**src/rtl/seg7_stream_decoder.sv**
```systemverilog
// Decodes a glitch-filtered, active-low 7-segment bus back to BCD digits,
// checks that digits count up modulo 10, and counts protocol errors.
module seg7_stream_decoder #(
  parameter int STABLE_CYCLES = 4,
  parameter int ERR_W         = 8
) (
  input  logic             clk,
  input  logic             rst,
  input  logic [6:0]       seg_n,
  output logic [3:0]       digit,
  output logic             digit_valid,
  output logic             blank,
  output logic             invalid,
  output logic             seq_err,
  output logic [ERR_W-1:0] err_cnt
);

  typedef enum logic {IDLE, TRACK} state_t;

  localparam logic [15:0] STAB_MAX  = 16'(STABLE_CYCLES - 1);
  localparam logic [6:0]  PAT_BLANK = 7'h7F;

  state_t           state_reg, state_next;
  logic [6:0]       cand_reg, cand_next;
  logic [15:0]      stab_cnt_reg, stab_cnt_next;
  logic [6:0]       last_pat_reg, last_pat_next;
  logic [3:0]       digit_reg, digit_next;
  logic             digit_valid_reg, digit_valid_next;
  logic             blank_reg, blank_next;
  logic             invalid_reg, invalid_next;
  logic             seq_err_reg, seq_err_next;
  logic [ERR_W-1:0] err_cnt_reg, err_cnt_next;

  logic             accept;
  logic             pat_is_digit;
  logic [3:0]       pat_digit;
  logic [3:0]       expected_digit;

  always_comb begin
    pat_is_digit = 1'b1;
    pat_digit    = 4'd0;
    case (seg_n)
      7'h40:   pat_digit = 4'd0;
      7'h79:   pat_digit = 4'd1;
      7'h24:   pat_digit = 4'd2;
      7'h30:   pat_digit = 4'd3;
      7'h19:   pat_digit = 4'd4;
      7'h12:   pat_digit = 4'd5;
      7'h02:   pat_digit = 4'd6;
      7'h78:   pat_digit = 4'd7;
      7'h00:   pat_digit = 4'd8;
      7'h10:   pat_digit = 4'd9;
      default: pat_is_digit = 1'b0;
    endcase
  end

  always_comb begin
    cand_next     = seg_n;
    stab_cnt_next = stab_cnt_reg;
    if (seg_n != cand_reg) begin
      stab_cnt_next = 16'd0;
    end else if (stab_cnt_reg < STAB_MAX) begin
      stab_cnt_next = stab_cnt_reg + 16'd1;
    end
    // Judged on the updated count so the pulse lands on the last required sample.
    accept = (stab_cnt_next == STAB_MAX) && (seg_n != last_pat_reg);
  end

  assign expected_digit = (digit_reg == 4'd9) ? 4'd0 : digit_reg + 4'd1;

  always_comb begin
    state_next       = state_reg;
    last_pat_next    = last_pat_reg;
    digit_next       = digit_reg;
    digit_valid_next = 1'b0;
    blank_next       = blank_reg;
    invalid_next     = 1'b0;
    seq_err_next     = 1'b0;
    err_cnt_next     = err_cnt_reg;
    if (accept) begin
      last_pat_next = seg_n;
      if (pat_is_digit) begin
        digit_next       = pat_digit;
        digit_valid_next = 1'b1;
        blank_next       = 1'b0;
        state_next       = TRACK;
        if (state_reg == TRACK && pat_digit != expected_digit) begin
          seq_err_next = 1'b1;
        end
      end else if (seg_n == PAT_BLANK) begin
        blank_next = 1'b1;
        state_next = IDLE;
      end else begin
        invalid_next = 1'b1;
        state_next   = IDLE;
      end
    end
    if ((invalid_next || seq_err_next) && err_cnt_reg != {ERR_W{1'b1}}) begin
      err_cnt_next = err_cnt_reg + ERR_W'(1);
    end
  end

  always_ff @(posedge clk) begin
    if (rst) begin
      state_reg       <= IDLE;
      cand_reg        <= PAT_BLANK;
      stab_cnt_reg    <= 16'd0;
      last_pat_reg    <= PAT_BLANK;
      digit_reg       <= 4'd0;
      digit_valid_reg <= 1'b0;
      blank_reg       <= 1'b1;
      invalid_reg     <= 1'b0;
      seq_err_reg     <= 1'b0;
      err_cnt_reg     <= '0;
    end else begin
      state_reg       <= state_next;
      cand_reg        <= cand_next;
      stab_cnt_reg    <= stab_cnt_next;
      last_pat_reg    <= last_pat_next;
      digit_reg       <= digit_next;
      digit_valid_reg <= digit_valid_next;
      blank_reg       <= blank_next;
      invalid_reg     <= invalid_next;
      seq_err_reg     <= seq_err_next;
      err_cnt_reg     <= err_cnt_next;
    end
  end

  assign digit       = digit_reg;
  assign digit_valid = digit_valid_reg;
  assign blank       = blank_reg;
  assign invalid     = invalid_reg;
  assign seq_err     = seq_err_reg;
  assign err_cnt     = err_cnt_reg;

endmodule

```
**config.mk**
```make
export PLATFORM = sky130hd
export DESIGN_NAME = seg7_stream_decoder
export DESIGN_NICKNAME = d
export VERILOG_FILES = /design/src/rtl/seg7_stream_decoder.sv
export SDC_FILE = /design/constraint.sdc
export NUM_CORES = 1
export LEC_CHECK = 0
export ABC_AREA = 1
export CAP_MARGIN = 5
export CORE_UTILIZATION = 46
export CTS_BUF_LIST = sky130_fd_sc_hd__clkbuf_2
export DETAILED_ROUTE_END_ITERATION = 6
export MAX_ROUTING_LAYER = met4
export PLACE_DENSITY = 0.7
export SLEW_MARGIN = 10
export SYNTH_ARGS = -nofsm -noshare
export SYNTH_HDL_FRONTEND = slang
export SYNTH_SLANG_ARGS = --single-unit
```
**constraint.sdc**
```tcl
create_clock -name clk -period 2.55 [get_ports clk]
set_clock_uncertainty 0.15 [all_clocks]
set_input_delay 0.6375 -clock clk [delete_from_list [all_inputs] [get_ports clk]]
set_output_delay 0.6375 -clock clk [all_outputs]
set_load 0.03 [all_outputs]
```
==> impl_metrics.env <==
export IMPL_cts_tree="yes"
export IMPL_clock_fmax_mhz=410.4
export IMPL_grt_max_degree=30
export IMPL_setup_violations_final=0
export IMPL_area_delta_synth_final_pct=33.74
export IMPL_synth_edf_count=0
export IMPL_critPathLaunchType="flop"
export IMPL_grt_pass1_vias=2095
export IMPL_globalRouteTotalUtil=0.2259
export IMPL_cts_root_buf="clkbuf_2"
export IMPL_yosysSeqAreaShare=0.3964
export IMPL_clock_path_buffers=2
export IMPL_fin_crit_sh=0.9554
export IMPL_yosysMostFrequentCell="nand2_1"
export IMPL_place_ws_ns=-0.4808
export IMPL_first_pass_iters=4
export IMPL_clk_pin_slew_ns=0.25
export IMPL_outcome="finished, final reports clean"
export IMPL_ir_drop_v=0.0003321
export IMPL_drive_gt1_frac=0.2000
export IMPL_die_w_um=73.83
export IMPL_comb_power_share=0.101
export IMPL_num_fill_cells=439
export IMPL_worstPathBufferInverterCount=1
export IMPL_wire_per_inst_um=11.53
export IMPL_syn_inst=345
export IMPL_cts_buffers=5
export IMPL_relSlewSlack=0.7523
export IMPL_worst_slack_ns=0.1136
export IMPL_synthTopCellsByArea="dfxtp_1 40%, nand2_1 15%, nor2_1 7.9%"
export IMPL_drt_iter0_drc=135
export IMPL_hold_class="reg -> reg"
export IMPL_leakage_nw=1.446
export IMPL_tightest_slew_ns=0.3716
export IMPL_ys_warn_count=0
export IMPL_cp_max_fo=7
export IMPL_num_vias=2362
export IMPL_endpoint_kind="primary output"
export IMPL_grt_pass1_wl_mm=9.232
export IMPL_min_period_ns=2.436
export IMPL_routabilityCongestion=0.8576
export IMPL_start_util=0.4895
export IMPL_cts_max_level=2
export IMPL_cp_slowest_cell="clkdlybuf4s50_1"
export IMPL_synth_main_ff_cell="dfxtp_1"
export IMPL_arrival_ns=1.65
export IMPL_place_hpwl_mm=3.945
export IMPL_synth_fp_nets=356
export IMPL_yosys_cell_types_count=31
export IMPL_sequentialPowerShare=0.570
export IMPL_power_density_mw_per_mm2=412.4
export IMPL_cp_slowest_stage_delay_ns=0.71
export IMPL_power_switching_w=0.0003364
export IMPL_hold_viol_final=0
export IMPL_fp_coreArea_mm2=0.004848
export IMPL_largest_reg_flops=16
export IMPL_portBuffers=24
export IMPL_drc_errors=0
export IMPL_gr_total_overflow=0
export IMPL_wirelength_mm=5.498
export IMPL_slew_violations=0
export IMPL_p_int_w=0.0009726
export IMPL_vias_per_cell=4.952
export IMPL_dp_cells=469
export IMPL_die_y_um=73.83
export IMPL_p_sw_frac=0.2570
export IMPL_synth_ff_latch_count=47
export IMPL_nets=420
export IMPL_async_reset_ff_frac=0
export IMPL_syn_cell_area_mm2=0.002374
export IMPL_antenna_cells=0
export IMPL_synth_top_area_frac=0.3964
export IMPL_syn_avg_cell_area_um2=6.880
export IMPL_yosysTopAreaCell="dfxtp_1"
export IMPL_hold_buffers=0
export IMPL_clock_power_share=0.329
export IMPL_ios=25
export IMPL_fin_area_mm2=0.003174
export IMPL_cts_num_sinks=47
export IMPL_dpl_instance_area_mm2=0.003003
export IMPL_fin_cells=477
export IMPL_drtAntennaViolNets=0
export IMPL_cap_violations=0
export IMPL_cp_required_ns=1.76
export IMPL_cp_cell_sequence="clkdlybuf4s50_1"
export IMPL_critPathKind="reg -> out"
export IMPL_clk_latency_ns=0.45
export IMPL_dieArea_mm2=0.005451
export IMPL_cp_top_family="buffers and inverters"
export IMPL_num_rows=25
export IMPL_antenna_found_initial=0
export IMPL_synth_top_cells_by_count="94 x nand2_1, 50 x nor2_1, 47 x dfxtp_1"
export IMPL_finalPower_w=0.001309
==> cells in the final DEF, fill, tap and decap left out, types with 2 or more instances in the layout <==
cell / Yosys / final
nand4_1: 8 / 8
clkbuf_2: 0 / 5
dfxtp_1: 47 / 47
inv_1: 26 / 26
nand3_1: 31 / 28
nor3_1: 7 / 6
xor2_1: 9 / 9
ha_1: 2 / 2
o21ai_0: 8 / 8
nand3_2: 1 / 4
clkinv_1: 2 / 2
nand2_1: 94 / 94
dlymetal6s2s_1: 0 / 6
nor2_4: 2 / 4
clkdlybuf4s50_1: 0 / 18
buf_6: 1 / 2
buf_4: 0 / 41
buf_12: 0 / 2
nor2_2: 1 / 10
a21oi_1: 14 / 14
o211ai_1: 9 / 9
xnor2_2: 0 / 2
inv_2: 5 / 5
nor2_1: 50 / 39
xnor2_1: 8 / 6
==> power groups by stage <==
stage	logic, W	clock network (W)	registers [W]
after detailed placement	0.000120	0	0.000759
after global placement	0.000118	0	0.000759
final	0.000132	0.000431	0.000746
after global routing	0.000144	0.000479	0.000748
after CTS	0.000121	0.000440	0.000746
after floorplan	0.0000616	0	0.000759
==> per-layer routing <==
metal	part of all wire	GRT usage	vias to the layer above
met5	0	-	-
met4	0.0082	0.07051	0
met3	0.028	0.03704	6
met2	0.47	0.3568	42
met1	0.49	0.2949	1077
li1	-	-	1237
==> area by class of cell <==
cell class	instances	area, um^2	area share
multi-input cells	253	1329	0.4186
flip-flops and latches	47	940.9	0.2964
repair buffers	69	625.6	0.1971
inverters	33	123.9	0.03902
well taps	67	83.83	0.02641
clock inverters	3	46.29	0.01458
clock buffers	5	25.02	0.007883
==> cells by family after synthesis <==
family,after synthesis,share of synthesized area
AOI/OAI and AO/OA,35,0.08962
xor gates and xnor gates,17,0.06273
adders and majority gates,2,0.01054
buffers and inverters,45,0.07643
DFF,47,0.3964
and+or+nand+nor,199,0.3643
==> timing repair <==
| item | in CTS | in global routing |
|---|---|---|
| setup endpoints to repair | 0 | 13 |
| resized for setup | 0 | 28 |
| setup buffers | 0 | 0 |
| endpoints found under the hold margin | 0 | 0 |
==> metrics by stage <==
step                utilization  TNS (ns)  hold WS [ns]
finish                   0.6547         0        0.3401
global route             0.6547  -0.05661        0.3710
CTS                      0.6341         0        0.3440
detailed placement       0.6194    -8.657        0.3058
global placement         0.6194    -8.185        0.3033
floorplan                     -         0        0.2860
==> worst paths after layout <==
kind | from | slack, ns | cells past startpoint | to
worst max-delay path | digit[0]$_SDFFE_PP0P_ | 0.11 | 1 | digit[0]
worst min-delay path | stab_cnt_reg[4]$_SDFF_PP0_ | 0.34 | 2 | stab_cnt_reg[4]$_SDFF_PP0_
worst max register to register | stab_cnt_reg[0]$_SDFF_PP0_ | 0.25 | 15 | err_cnt[3]$_SDFFE_PP0P_
worst min register to register | stab_cnt_reg[4]$_SDFF_PP0_ | 0.34 | 2 | stab_cnt_reg[4]$_SDFF_PP0_
No activity file was read; power rests on OpenSTA's default activity.
